--- src/rtl/seq_div_32_pkg.sv ---
// -----------------------------------------------------------------------------
// seq_div_32_pkg
//   Shared types and constants for the sequential 32-bit restoring divider.
//   Imported by the divider interface, the trial-subtract adder and the
//   divider top.
//
//   Contents
//     DATA_WIDTH   data path width (32)
//     ITER_W       iteration counter width; wide enough to hold 32
//     LAST_ITER    counter value of the final quotient-bit step
//     div_state_t  FSM state encoding (IDLE / CALC / DONE)
// -----------------------------------------------------------------------------
package seq_div_32_pkg;

    localparam int DATA_WIDTH = 32;
    localparam int ITER_W     = 6;

    // The counter starts at 0 on accept, so the 32nd step runs with count 31.
    localparam logic [ITER_W-1:0] LAST_ITER = ITER_W'(DATA_WIDTH - 1);

    typedef enum logic [1:0] {
        DIV_IDLE = 2'b00,
        DIV_CALC = 2'b01,
        DIV_DONE = 2'b10
    } div_state_t;

    // Result pattern reported for a zero divisor: all-ones quotient.
    localparam logic [DATA_WIDTH-1:0] DBZ_QUOTIENT = '1;

endpackage : seq_div_32_pkg

--- src/rtl/seq_div_32_if.sv ---
// -----------------------------------------------------------------------------
// seq_div_32_if
//   START/DONE handshake and data bundle between the ALU control (master)
//   and the sequential divider (slave).
//
//   Signals
//     start        master->slave  request, honoured only while the divider idles
//     dividend     master->slave  numerator, captured on an accepted start
//     divisor      master->slave  denominator, captured on an accepted start
//     busy         slave->master  high while computing and during the done cycle
//     done         slave->master  one-cycle pulse, results valid
//     quotient     slave->master  held until the next accepted start
//     remainder    slave->master  held until the next accepted start
//     div_by_zero  slave->master  zero-divisor flag of the last operation
// -----------------------------------------------------------------------------
interface seq_div_32_if;
    import seq_div_32_pkg::*;

    logic                  start;
    logic [DATA_WIDTH-1:0] dividend;
    logic [DATA_WIDTH-1:0] divisor;
    logic                  busy;
    logic                  done;
    logic [DATA_WIDTH-1:0] quotient;
    logic [DATA_WIDTH-1:0] remainder;
    logic                  div_by_zero;

    modport master (
        output start,
        output dividend,
        output divisor,
        input  busy,
        input  done,
        input  quotient,
        input  remainder,
        input  div_by_zero
    );

    modport slave (
        input  start,
        input  dividend,
        input  divisor,
        output busy,
        output done,
        output quotient,
        output remainder,
        output div_by_zero
    );

endinterface : seq_div_32_if

--- src/rtl/seq_div_32_add_sub.sv ---
// -----------------------------------------------------------------------------
// seq_div_32_add_sub
//   32-bit ripple-carry adder/subtractor (the RC_ADD_SUB_32 block).
//   sub=0: y = a + b;  sub=1: y = a - b computed as a + ~b + 1.
//   In subtract mode co=1 means no borrow (a >= b, unsigned).
//
//   Ports
//     a    in   32  first operand
//     b    in   32  second operand
//     sub  in   1   1 = subtract, 0 = add
//     y    out  32  sum / difference, mod 2^32
//     co   out  1   carry out of bit 31
// -----------------------------------------------------------------------------
module seq_div_32_add_sub
    import seq_div_32_pkg::*;
(
    input  logic [DATA_WIDTH-1:0] a,
    input  logic [DATA_WIDTH-1:0] b,
    input  logic                  sub,
    output logic [DATA_WIDTH-1:0] y,
    output logic                  co
);

    // Carry is a block-local variable walked LSB to MSB, which keeps the
    // ripple chain a plain sequence of full adders without a feedback vector.
    always_comb begin
        logic c;
        logic bb;
        // NOTE: every output of a combinational block gets a value before any
        // branch or loop, so no path can leave it holding state (no latch).
        y = '0;
        c = sub;
        for (int i = 0; i < DATA_WIDTH; i++) begin
            bb   = b[i] ^ sub;
            y[i] = a[i] ^ bb ^ c;
            c    = (a[i] & bb) | (c & (a[i] ^ bb));
        end
        co = c;
    end

endmodule : seq_div_32_add_sub

--- src/rtl/seq_div_32.sv ---
// -----------------------------------------------------------------------------
// seq_div_32
//   Multi-cycle unsigned 32-bit restoring divider for the ALU DIV/REM ops.
//   One quotient bit per cycle: the partial remainder is shifted left by one,
//   the next dividend bit shifted in, and the divisor trial-subtracted by the
//   ripple-carry adder/subtractor. A zero divisor skips the iteration and
//   reports an all-ones quotient with the dividend as remainder.
//
//   Latency: start accepted at edge N -> done high in the cycle after edge
//   N+32 (32 iterations); zero divisor -> done high in the cycle after edge N.
//   A new start is honoured in the cycle after done.
//
//   Ports
//     clk   in   1   system clock, rising edge
//     rst   in   1   asynchronous, active-low reset
//     bus   slave    seq_div_32_if handshake and data (see interface header)
// -----------------------------------------------------------------------------
module seq_div_32
    import seq_div_32_pkg::*;
(
    input  logic          clk,
    input  logic          rst,
    seq_div_32_if.slave   bus
);

    // FSM and working registers
    div_state_t            state;
    logic [DATA_WIDTH-1:0] rem_q;    // partial remainder R
    logic [DATA_WIDTH-1:0] quo_q;    // dividend shifting out / quotient shifting in (Q)
    logic [DATA_WIDTH-1:0] dvs_q;    // captured divisor D
    logic [ITER_W-1:0]     count;

    // Registered outputs
    logic                  busy_q;
    logic                  done_q;
    logic [DATA_WIDTH-1:0] quotient_q;
    logic [DATA_WIDTH-1:0] remainder_q;
    logic                  dbz_q;

    // One iteration step
    logic [DATA_WIDTH-1:0] shifted;   // S = {R[30:0], Q[31]}
    logic [DATA_WIDTH-1:0] trial;     // T = S - D (mod 2^32)
    logic                  no_borrow; // adder carry out
    logic                  accept_bit;
    logic [DATA_WIDTH-1:0] rem_next;
    logic [DATA_WIDTH-1:0] quo_next;

    assign shifted = {rem_q[DATA_WIDTH-2:0], quo_q[DATA_WIDTH-1]};

    seq_div_32_add_sub u_add_sub (
        .a   (shifted),
        .b   (dvs_q),
        .sub (1'b1),
        .y   (trial),
        .co  (no_borrow)
    );

    // R[31] is the 33rd bit of the shifted remainder: when set, the true
    // shifted value is at least 2^32 and therefore exceeds any divisor, so the
    // subtraction always succeeds and the mod-2^32 difference is exact.
    assign accept_bit = rem_q[DATA_WIDTH-1] | no_borrow;
    assign rem_next   = accept_bit ? trial : shifted;
    assign quo_next   = {quo_q[DATA_WIDTH-2:0], accept_bit};

    // NOTE: the reset branch is asynchronous (in the sensitivity list) and
    // clears every register here, including the working R/Q/D/count, so an
    // aborted operation leaves nothing behind.
    always_ff @(posedge clk or negedge rst) begin
        if (!rst) begin
            state       <= DIV_IDLE;
            rem_q       <= '0;
            quo_q       <= '0;
            dvs_q       <= '0;
            count       <= '0;
            busy_q      <= 1'b0;
            done_q      <= 1'b0;
            quotient_q  <= '0;
            remainder_q <= '0;
            dbz_q       <= 1'b0;
        end else begin
            // NOTE: non-blocking assignments throughout, so every register
            // samples the pre-edge values regardless of statement order.
            case (state)
                DIV_IDLE: begin
                    if (bus.start) begin
                        rem_q  <= '0;
                        quo_q  <= bus.dividend;
                        dvs_q  <= bus.divisor;
                        count  <= '0;
                        busy_q <= 1'b1;
                        dbz_q  <= (bus.divisor == '0);
                        if (bus.divisor == '0) begin
                            // Nothing to iterate: results are known now.
                            quotient_q  <= DBZ_QUOTIENT;
                            remainder_q <= bus.dividend;
                            done_q      <= 1'b1;
                            state       <= DIV_DONE;
                        end else begin
                            state       <= DIV_CALC;
                        end
                    end
                end

                DIV_CALC: begin
                    rem_q <= rem_next;
                    quo_q <= quo_next;
                    count <= count + 1'b1;
                    if (count == LAST_ITER) begin
                        // Results are taken from the final step directly so
                        // they are valid in the same cycle done goes high.
                        quotient_q  <= quo_next;
                        remainder_q <= rem_next;
                        done_q      <= 1'b1;
                        state       <= DIV_DONE;
                    end
                end

                DIV_DONE: begin
                    done_q <= 1'b0;
                    busy_q <= 1'b0;
                    state  <= DIV_IDLE;
                end

                default: begin
                    done_q <= 1'b0;
                    busy_q <= 1'b0;
                    state  <= DIV_IDLE;
                end
            endcase
        end
    end

    assign bus.busy        = busy_q;
    assign bus.done        = done_q;
    assign bus.quotient    = quotient_q;
    assign bus.remainder   = remainder_q;
    assign bus.div_by_zero = dbz_q;

endmodule : seq_div_32

--- src/flat_wrapper.sv ---
// flat-port wrapper written by rule: the top's interface ports become plain ports
module seq_div_32_flat import seq_div_32_pkg::*;
  (clk, rst, bus_start, bus_dividend, bus_divisor, bus_busy, bus_done, bus_quotient, bus_remainder, bus_div_by_zero);
  seq_div_32_if bus_i ();
  input  logic clk;
  input  logic rst;
  input wire logic [$bits(bus_i.start)-1:0] bus_start;
  input wire logic [$bits(bus_i.dividend)-1:0] bus_dividend;
  input wire logic [$bits(bus_i.divisor)-1:0] bus_divisor;
  output wire logic [$bits(bus_i.busy)-1:0] bus_busy;
  output wire logic [$bits(bus_i.done)-1:0] bus_done;
  output wire logic [$bits(bus_i.quotient)-1:0] bus_quotient;
  output wire logic [$bits(bus_i.remainder)-1:0] bus_remainder;
  output wire logic [$bits(bus_i.div_by_zero)-1:0] bus_div_by_zero;
  assign bus_i.start = bus_start;
  assign bus_i.dividend = bus_dividend;
  assign bus_i.divisor = bus_divisor;
  assign bus_busy = bus_i.busy;
  assign bus_done = bus_i.done;
  assign bus_quotient = bus_i.quotient;
  assign bus_remainder = bus_i.remainder;
  assign bus_div_by_zero = bus_i.div_by_zero;
  seq_div_32 u_core (.clk(clk), .rst(rst), .bus(bus_i));
endmodule
--- config.mk ---
export PLATFORM = sky130hd
export DESIGN_NAME = seq_div_32_flat
export DESIGN_NICKNAME = d
export VERILOG_FILES = /design/src/rtl/seq_div_32_pkg.sv /design/src/rtl/seq_div_32_if.sv /design/src/rtl/seq_div_32_add_sub.sv /design/src/rtl/seq_div_32.sv /design/src/flat_wrapper.sv
export SDC_FILE = /design/constraint.sdc
export NUM_CORES = 1
export LEC_CHECK = 0
export BUFFER_PORTS_ARGS = -buffer_cell sky130_fd_sc_hd__clkbuf_2
export CORE_UTILIZATION = 50
export DETAILED_ROUTE_END_ITERATION = 16
export HOLD_SLACK_MARGIN = 0.1
export PLACE_DENSITY = 0.7
export SETUP_SLACK_MARGIN = 0.05
export SYNTH_ARGS = -nofsm -noshare
export SYNTH_HDL_FRONTEND = slang
export SYNTH_SLANG_ARGS = --single-unit
--- constraint.sdc ---
create_clock -name clk -period 25.7 [get_ports clk]
set_input_delay 2.57 -clock clk [delete_from_list [all_inputs] [get_ports clk]]
set_output_delay 2.57 -clock clk [all_outputs]
set_load 0.01 [all_outputs]
# ---- Word-level counts from Yosys, hierarchy flattened
# Cells that the tools add are included.
dict set report classes {
  add_sub_neg 1
  n_eq_ne 5
  mux 25
  bitwise 193
  n_reduce_logical 9
}
# op n
set ops {}
lappend ops {{two-way mux 32 bit} 9}
lappend ops {{case mux 32 bit (2 select lines)} 4}
lappend ops {{AND 1 bit} 63}
lappend ops {{XOR 1 bit} 63}
lappend ops {{NOT 1 bit} 34}
lappend ops {{bitwise OR 1 bit} 33}
lappend ops {{logical NOT 32 bit} 1}
lappend ops {{case mux 6 bit (2 select lines)} 1}
lappend ops {{AND reduction 2 bit} 4}
lappend ops {{adder 6 x 1 -> 6 bit, second input constant} 1}
lappend ops {{equality test 6 x 5 -> 1 bit, second input constant} 1}
lappend ops {{two-way mux 2 bit} 3}
lappend ops {{two-way mux 6 bit} 1}
lappend ops {{two-way mux 1 bit} 4}
lappend ops {{inequality test 2 x 1 -> 1 bit, second input constant} 2}
lappend ops {{case mux 1 bit (2 select lines)} 2}
lappend ops {{case mux 2 bit (2 select lines)} 1}
lappend ops {{AND reduction 4 bit} 1}
lappend ops {{AND reduction 3 bit} 1}
lappend ops {{equality test 2 x 1 -> 1 bit, second input constant} 1}
lappend ops {{logical NOT 2 bit} 1}
lappend ops {{inequality test 2 bit, second input constant} 1}
lappend ops {{nonzero test 2 bit} 1}
dict set report totals {
  reg_bits 171
  in_bits 67
  output_inout_bits 67
  wordCells 243
}

# ---- Depth between registers and ports, before layout
# Gate-level depths: netlist of run 1.
dict set report depth {
  ltp_word 69
  ltp_mapped 42
  depth_no_buf 40
}

# ---- Cells and area by module
# Synthesis of run 1 repeated with hierarchy kept, for this count alone.
dict set report unflattened {
  cells_unflattened 865
  area_unflattened_um2 8595.7
}
# module n_inst cells_per_inst area_each_um2 seq_area_each_um2
set modules_own_cells {}
lappend modules_own_cells {seq_div_32 1 737 7397.1 4279.1}
lappend modules_own_cells {seq_div_32_add_sub 1 128 1198.6 0.0}

# ---- Least setup slack after synthesis of run 1
# Ideal clock, no wire load.
dict set report synth_timing {
  path_kind {reg-to-reg}
  startpoint {register u_core.dvs_q[0]}
  endpoint {register u_core.remainder_q[5], in the netlist u_core.bus.remainder[5]}
  setup_ns 0.125
  arrival_ns 15.125
  t_required_ns 25.575
  path_slack_ns 10.449
  path_stages_with_launch 42
  n_path_buf 2
  synth_period_minus_slack_ns 15.251
  cell_sequence {dfrtp_1 -> ha_1 -> fa_1 -> fa_1 -> fa_1 -> fa_1 -> fa_1 -> fa_1 -> fa_1 -> fa_1 -> fa_1 -> fa_1 -> fa_1 -> fa_1 -> fa_1 -> fa_1 -> fa_1 -> fa_1 -> (+6 left out) -> fa_1 -> fa_1 -> fa_1 -> fa_1 -> fa_1 -> fa_1 -> inv_1 -> fa_1 -> fa_1 -> inv_1 -> fa_1 -> nand2b_1 -> buf_2 -> buf_1 -> nand2_1 -> o21ai_0 -> o21ai_0 -> mux2_4}
}
dict set report synth_between {
  elab_chain_len 69
  elab_cells_between_ends 71
  cone_classes {mux: 3; bitwise: 68}
}
# element line_no
set synth_rtl {}
lappend synth_rtl {{start: declaration} seq_div_32.sv:30} ;# logic [DATA_WIDTH-1:0] dvs_q;
lappend synth_rtl {{start signal: assignment} seq_div_32.sv:88} ;# dvs_q <= bus.divisor;
lappend synth_rtl {{NOT 1 bit (no line) (*)} -}
lappend synth_rtl {{AND 1 bit or XOR 1 bit (tied branches)} seq_div_32_add_sub.sv:36} ;# c = (a[i] & bb) | (c & (a[i] ^ bb));
lappend synth_rtl {{bitwise OR 1 bit (*)} seq_div_32_add_sub.sv:36}
lappend synth_rtl {{AND 1 bit (*)} seq_div_32_add_sub.sv:36}
lappend synth_rtl {{bitwise OR 1 bit (*)} seq_div_32_add_sub.sv:36}
lappend synth_rtl {{AND 1 bit (*)} seq_div_32_add_sub.sv:36}
lappend synth_rtl {{bitwise OR 1 bit (*)} seq_div_32_add_sub.sv:36}
lappend synth_rtl {{AND 1 bit (*)} seq_div_32_add_sub.sv:36}
lappend synth_rtl {{(+53 left out)} -}
lappend synth_rtl {{AND 1 bit} seq_div_32_add_sub.sv:36}
lappend synth_rtl {{bitwise OR 1 bit} seq_div_32_add_sub.sv:36}
lappend synth_rtl {{AND 1 bit} seq_div_32_add_sub.sv:36}
lappend synth_rtl {{bitwise OR 1 bit} seq_div_32_add_sub.sv:36}
lappend synth_rtl {{bitwise OR 1 bit} seq_div_32.sv:61} ;# assign accept_bit = rem_q[DATA_WIDTH-1] | no_borrow;
lappend synth_rtl {{two-way mux 32 bit (*)} seq_div_32.sv:62} ;# assign rem_next = accept_bit ? trial : shifted;
lappend synth_rtl {{two-way mux 32 bit (*)} seq_div_32.sv:108} ;# if (count == LAST_ITER) begin
lappend synth_rtl {{case mux 32 bit (2 select lines) (*)} seq_div_32.sv:83} ;# case (state)
lappend synth_rtl {{end signal: assignment} seq_div_32.sv:95} ;# remainder_q <= bus.dividend;
lappend synth_rtl {{end signal: assignment} seq_div_32.sv:112} ;# remainder_q <= rem_next;
lappend synth_rtl {{end: declaration} seq_div_32.sv:37} ;# logic [DATA_WIDTH-1:0] remainder_q;
# Every way passes the cells marked *; elsewhere a longest branch is shown, timed or not. The select of a mux whose other input is x is not followed.
# A chain may end at the register's enable or synchronous reset.

# ---- Final worst setup path of run 1
# Same ends and word-level chain as after synthesis.

==> impl_metrics.env, run 1 <==
export IMPL_setup_tns_ns=0
export IMPL_drtIter0Drc=421
export IMPL_cts_resized=0
export IMPL_synth_warnings=0
export IMPL_clkTransAtPathRegs_ns=0.07
export IMPL_ios=134
export IMPL_crit_required_ns=26.02
export IMPL_stdcell_count=1028
export IMPL_synth_avg_cell_area_sq_um=11.44
export IMPL_place_congestion=0.8217
export IMPL_grt_antenna_before_repair=0
export IMPL_clock_path_buffers=2
export IMPL_n_fill_cell=1235
export IMPL_grt_overflow=0
export IMPL_hold_viol=0
export IMPL_vdd_ir_drop_max_mv=0.06174
export IMPL_p_leak_nw=4.467
export IMPL_vias=5673
export IMPL_rr_startpoint="u_core.dvs_q[0]"
export IMPL_start_kind="flop"
export IMPL_max_freq_mhz=61.38
export IMPL_end_kind="flop"
export IMPL_core_area_sq_um=15370
export IMPL_grt_max_degree=94
export IMPL_yosysUniqueCellTypes=40
export IMPL_setup_viol=0
export IMPL_path_max_fanout=64
export IMPL_synth_cells=694
export IMPL_drc=0
export IMPL_p_per_area_nw_per_um2=153.3
export IMPL_initial_utilization_pct=51.63
export IMPL_cts_num_sinks=171
export IMPL_row_count=45
export IMPL_reg2regPathDepth=39
export IMPL_arrival_ns=16.61
export IMPL_drt_wl_total_um=18180
export IMPL_worst_slack_ns=9.408
export IMPL_r2r_slack_ns=9.41
export IMPL_clk_latency_ns=0.43
export IMPL_cts_tree="done"
export IMPL_hold_ws_ns=0.5052
export IMPL_dieArea_sq_um=16380
export IMPL_synth_area_sq_um=7936
export IMPL_cts_root_buf="clkbuf_16"
export IMPL_grt_pass1_wl_um=29630
export IMPL_final_nets=904
export IMPL_firstDrtPassIters=5
export IMPL_synth_fp_nets=794
export IMPL_outcome="complete, no violations"
export IMPL_min_period_ns=16.29
export IMPL_max_cap_violations=0
export IMPL_rsz0062_at_grt="no"
export IMPL_portBuffers=133
export IMPL_postRouteAntennaNets=0
export IMPL_clock_skew_ns=0.01079
export IMPL_crit_path_frequent_cell="fa_1"
export IMPL_drv_slew=0
export IMPL_relSlewSlack_pct=18.63
export IMPL_postCtsSetupRepairBufs=0
export IMPL_die_h_um=128.0
export IMPL_ys_seq_area_share_pct=53.92
export IMPL_rr_endpoint="u_core.bus.remainder[5]"
export IMPL_tightestPinTransition_ns=1.218
export IMPL_synth_seq_cells=171
export IMPL_crit_start="u_core.dvs_q[0]"
export IMPL_final_period_utilization_pct=63.39
export IMPL_cts_hold_buf=0
export IMPL_dp_cells=996
export IMPL_cp_slowest_cell="nand2b_2"
export IMPL_hold_path_class="flop to flop"
export IMPL_grtUsageTotal_pct=23.77
export IMPL_num_antenna_cells=0
export IMPL_grt_pass1_vias=5581
export IMPL_place_ws_ns=9.350
export IMPL_hpwl_um=12610
export IMPL_path_class="flop to flop"
export IMPL_drive_gt1_share_pct=29.13
export IMPL_cts_buffers=17
export IMPL_syn2layout_area_growth_pct=17.11
export IMPL_die_w_um=128.0
export IMPL_cp_endpoint="u_core.bus.remainder[5]"
export IMPL_cts_max_level=4
export IMPL_post_drt_via_cell_ratio=5.518
export IMPL_wl_per_cell_um=17.69
export IMPL_cp_slowest_stage_delay_ns=0.78
-- flip-flops by register name, summed over array words and instances, names as in the netlist --
name,cells
u_core.bus.busy,1
u_core.bus.div_by_zero,1
u_core.bus.done,1
u_core.bus.quotient,32
u_core.bus.remainder,32
u_core.count,6
u_core.dvs_q,32
u_core.quo_q,32
u_core.rem_q,32
u_core.state,2
-- worst min path at each step --
stage / slack, ns / to / cells after the start / from
final: 0.51 / u_core.rem_q[31] / 2 / u_core.rem_q[31]
after global routing: 0.52 / u_core.rem_q[31] / 2 / u_core.rem_q[31]
after CTS: 0.51 / u_core.rem_q[31] / 2 / u_core.rem_q[31]
after detailed placement: 0.49 / u_core.rem_q[31] / 2 / u_core.rem_q[31]
after global placement: 0.48 / u_core.rem_q[31] / 2 / u_core.rem_q[31]
after floorplan: 0.44 / u_core.rem_q[31] / 2 / u_core.rem_q[31]
-- stage by stage --
stage / total power [W] / instance area (sq um) / util (%)
floorplan: 0.0009561 / 7936 / -
global placement: 0.001116 / 8668 / 56.39
detailed placement: 0.001156 / 8668 / 56.39
CTS: 0.001433 / 9294 / 60.46
global route: 0.001542 / 9294 / 60.46
finish: 0.001424 / 9294 / 60.46
-- routing by layer --
| layer | GRT usage [%] | vias to the layer above | wire length (um) |
|---|---|---|---|
| met2 | 35.97 | 172 | 8373 |
| li1 | - | 2634 | - |
| met3 | 4.174 | 23 | 872 |
| met4 | 8.235 | 0 | 288 |
| met1 | 34.84 | 2844 | 8647 |
| met5 | 0 | - | 0 |
-- logic make-up (layout without fill, tap and decap cells) --
kind of cell    Yosys count  after routing  share of synthesized area, %
compound gates          162            162                         13.01
buf+inv                  82            205                         4.966
xor+xnor                  2              2                        0.2208
flops                   171            171                         53.92
fa+ha+maj                33             33                         8.135
simple gates            179            179                         9.238
mux                      65             65                         10.52
-- synthesized netlist by cell type --
| cell | instances | area, sq um |
|---|---|---|
| dfrtp_1 | 171 | 4279 |
| nand2_1 | 118 | 442.9 |
| o21ai_0 | 60 | 300.3 |
| nor2_1 | 40 | 150.1 |
| inv_1 | 35 | 131.4 |
| mux2_2 | 34 | 382.9 |
| o22a_1 | 32 | 280.3 |
| a31oi_1 | 31 | 193.9 |
| fa_1 | 31 | 620.6 |
| mux2_4 | 28 | 420.4 |
| o22ai_1 | 22 | 137.6 |
| clkbuf_1 | 17 | 63.81 |
| buf_2 | 15 | 75.07 |
| o211ai_1 | 9 | 67.56 |
| buf_1 | 8 | 30.03 |
| nor4_1 | 8 | 50.05 |
| a21oi_1 | 3 | 15.01 |
| buf_12 | 3 | 60.06 |
| buf_4 | 3 | 22.52 |
| ha_1 | 2 | 25.02 |
| mux2i_1 | 2 | 20.02 |
| nand2b_1 | 2 | 12.51 |
| nand4_1 | 2 | 12.51 |
| o31ai_1 | 2 | 15.01 |
| a22o_1 | 1 | 8.760 |
| and2_1 | 1 | 6.260 |
| buf_6 | 1 | 11.26 |
| mux2_1 | 1 | 11.26 |
| nand3_1 | 1 | 5.000 |
| nand3_2 | 1 | 10.01 |
| nand3b_1 | 1 | 7.510 |
| nor2b_1 | 1 | 6.260 |
| nor3_1 | 1 | 5.000 |
| nor3b_2 | 1 | 12.51 |
| o21ai_1 | 1 | 5.000 |
| o31a_1 | 1 | 8.760 |
| or2_2 | 1 | 6.260 |
| or3_1 | 1 | 6.260 |
| xnor2_1 | 1 | 8.760 |
| xor2_1 | 1 | 8.760 |
-- critical path, delay by kind of cell (launching register included) --
family | cells | cell delay, ns
buffers and inverters | 2 | 0.14
flip-flops | 1 | 0.38
multiplexers | 1 | 0.29
AND/OR/NAND/NOR | 2 | 0.93
adder cells (fa/ha/maj) | 32 | 14.06
AO/OA/AOI/OAI | 2 | 0.38
-- area by class of cell --
cell class                      count  area, sq um  share of cell area (%)
Sequential cell                   171         4279                   46.04
Tap cell                          211        264.0                   2.841
Timing Repair Buffer              138        709.4                   7.633
Clock buffer                       19        432.9                   4.658
Inverter                           35        131.4                   1.414
Multi-Input combinational cell    441         3284                   35.34
Clock inverter                     13        192.7                   2.073
-- placed cells by master (no fill, tap or decap), types with 3 or more instances in the layout --
master     instances
nor2_1            39
clkbuf_2         132
fa_1              31
o22ai_1           22
mux2_2            34
buf_4              5
clkinv_4           4
mux2_4            28
nor4_1             8
clkbuf_16         17
dfrtp_1          171
a31oi_1           31
o21ai_0           60
nand2_1          118
a21oi_1            3
bufinv_16          4
o22a_1            32
o211ai_1           9
inv_1             35
-- power by group --
group	internal, W	leakage [nW]	switching, W	total [W]
registers	0.000403	2.10	0.0000944	0.000497
logic	0.000288	2.06	0.000367	0.000655
clock network	0.000164	0.298	0.000108	0.000272
No activity file was read; power rests on OpenSTA's default activity.
==> run 2, diff against run 1 <==
--- a/config.mk
+++ b/config.mk
@@ -9,7 +9,7 @@
 export CORE_UTILIZATION = 50
 export DETAILED_ROUTE_END_ITERATION = 16
 export HOLD_SLACK_MARGIN = 0.1
-export PLACE_DENSITY = 0.7
+export PLACE_DENSITY = 0.73
 export SETUP_SLACK_MARGIN = 0.05
 export SYNTH_ARGS = -nofsm -noshare
 export SYNTH_HDL_FRONTEND = slang
==> constraint.sdc (replaced) <==
create_clock -name clk -period 13.1 [get_ports clk]
set_input_delay 1.31 -clock clk [delete_from_list [all_inputs] [get_ports clk]]
set_output_delay 1.31 -clock clk [all_outputs]
set_load 0.01 [all_outputs]
==> run 2 against run 1 <==
Cell count up 3.5%. Worst setup slack lost 9.1 ns. Power grew 120%. Die area unchanged. Clock-buffer cell count rose by 3. Combinational power rose to 2.6 times the previous value. Clock power increased by 80%. Utilization increased by 2.9 points. First-iteration DRC count grew 20%.
==> impl_metrics.env, run 2 (synthesis gave the netlist of run 1 again) <==
export IMPL_path_class="flop to flop"
export IMPL_vdd_ir_drop_max_mv=0.1434
export IMPL_syn2layout_area_growth_pct=22.70
export IMPL_max_cap_violations=0
export IMPL_grt_pass1_wl_um=30630
export IMPL_stdcell_count=1064
export IMPL_dieArea_sq_um=16380
export IMPL_setup_viol=0
export IMPL_dp_cells=1026
export IMPL_final_nets=943
export IMPL_cts_tree="done"
export IMPL_drc=0
export IMPL_layout_common_cells="dfrtp_1 (171), clkbuf_2 (133), nand2_1 (118)"
export IMPL_cp_slowest_stage_delay_ns=0.41
export IMPL_drtIter0Drc=505
export IMPL_layout_commonest_cell="dfrtp_1"
export IMPL_rsz0062_at_grt="no"
export IMPL_start_kind="flop"
export IMPL_wl_per_cell_um=18.05
export IMPL_p_per_area_nw_per_um2=326.6
export IMPL_firstDrtPassIters=6
export IMPL_ios=134
export IMPL_drv_slew=0
export IMPL_grtUsageTotal_pct=24.37
export IMPL_clock_path_buffers=2
export IMPL_grt_pass1_vias=5956
export IMPL_drive_gt1_share_pct=37.05
export IMPL_cts_num_sinks=171
export IMPL_hold_ws_ns=0.5039
export IMPL_path_max_fanout=12
export IMPL_rr_endpoint="u_core.bus.remainder[7]"
export IMPL_arrival_ns=13.05
export IMPL_cts_max_level=4
export IMPL_n_fill_cell=1216
export IMPL_p_leak_nw=4.642
export IMPL_hold_end="u_core.bus.quotient[29]"
export IMPL_crit_required_ns=13.41
export IMPL_portBuffers=133
export IMPL_rr_startpoint="u_core.dvs_q[0]"
export IMPL_row_count=45
export IMPL_outcome="complete, no violations"
export IMPL_r2r_slack_ns=0.35
export IMPL_crit_path_frequent_cell="fa_2"
export IMPL_hold_viol=0
export IMPL_cp_slowest_cell="fa_2"
export IMPL_cts_hold_buf=0
export IMPL_cts_buffers=17
export IMPL_end_kind="flop"
export IMPL_grt_antenna_before_repair=0
export IMPL_reg2regPathDepth=40
export IMPL_initial_utilization_pct=51.63
export IMPL_finalPower_w=0.003180
export IMPL_clkTransAtPathRegs_ns=0.06
export IMPL_hpwl_um=12840
export IMPL_clk_latency_ns=0.42
export IMPL_grt_overflow=0
export IMPL_hold_path_class="flop to flop"
export IMPL_min_period_ns=12.75
export IMPL_die_w_um=128.0
export IMPL_max_freq_mhz=78.45
export IMPL_core_area_sq_um=15370
export IMPL_num_antenna_cells=0
export IMPL_place_congestion=0.8198
export IMPL_tightestPinTransition_ns=1.217
export IMPL_final_period_utilization_pct=97.30
export IMPL_grt_max_degree=95
export IMPL_drt_wl_total_um=19200
export IMPL_post_drt_via_cell_ratio=5.594
export IMPL_die_h_um=128.0
export IMPL_postRouteAntennaNets=0
export IMPL_vias=5952
export IMPL_place_area_sq_um=8976
export IMPL_post_route_cell_area_sq_um=9738
export IMPL_clock_skew_ns=0.008384
export IMPL_hold_path_startpoint="u_core.bus.quotient[29]"
export IMPL_whs_path_depth=1
export IMPL_cts_root_buf="clkbuf_16"
export IMPL_setup_tns_ns=0
export IMPL_relSlewSlack_pct=18.67
[run 2: cell count changes in the layout (fill, tap and decap cells not counted), moves of 4 or more]
cell      delta
buf_4       +32
fa_2        +30
clkinv_4     -4
o21ai_1     +11
fa_1        -30
o21ai_0     -19
o21ai_2      +8
[run 2: timing repair]
action | 4_1_cts | 5_1_grt
setup endpoints to repair | 65 | 63
gates resized for setup | 19 | 21
cloned | 1 | 3
pin swaps | 6 | 13
setup buffers | 1 | 5
[run 2: worst max path at each step]
stage / startpoint / to / cells past startpoint / slack [ns]
2_1_floorplan: u_core.dvs_q[0] / u_core.bus.remainder[17] / 41 / 0.07
3_3_place_gp: u_core.dvs_q[0] / u_core.bus.remainder[19] / 40 / -0.40
3_5_place_dp: u_core.dvs_q[0] / u_core.bus.remainder[19] / 40 / -0.48
4_1_cts: u_core.dvs_q[0] / u_core.bus.remainder[20] / 41 / 0.08
5_1_grt: u_core.dvs_q[0] / u_core.bus.remainder[28] / 40 / 0.02
6_report: u_core.dvs_q[0] / u_core.bus.remainder[7] / 40 / 0.35
[run 2: through the flow]
stage | setup slack, ns | utilization, %
global placement | -0.4042 | 58.40
global route | 0.01610 | 63.35
CTS | 0.08493 | 62.69
floorplan | 0.06975 | -
finish | 0.3534 | 63.35
detailed placement | -0.4762 | 58.40
[run 2: critical path: cells and delay by family (launching register included)]
family                   cells  cell delay [ns]
adder cells (fa/ha/maj)     32            11.20
AO/OA/AOI/OAI                2             0.25
multiplexers                 1             0.29
AND/OR/NAND/NOR              2             0.23
buffers and inverters        3             0.30
flip-flops                   1             0.39
[run 2: where the power goes]
group          switching, W  leakage, nW  internal (W)
logic              0.000850         2.27      0.000859
clock network      0.000197        0.270      0.000292
registers          0.000190         2.10      0.000791
[run 2: metal layers]
| layer | track usage (%) | routed length (um) | part of all wire, % |
|---|---|---|---|
| met1 | 34.78 | 8707 | 45 |
| met2 | 37.72 | 8975 | 47 |
| met3 | 4.090 | 1073 | 5.6 |
| met4 | 9.135 | 443 | 2.3 |
| met5 | 0 | 0 | 0 |
[run 2: area by class of cell]
class | instances | area, sq um | area share (%)
inverter | 35 | 131.4 | 1.349
timing repair buffer | 177 | 1071 | 11.00
tap | 211 | 264.0 | 2.711
sequential | 171 | 4279 | 43.94
clock inverter | 7 | 92.59 | 0.9508
clock buffer | 22 | 474.2 | 4.870
multi-input combinational | 441 | 3426 | 35.18
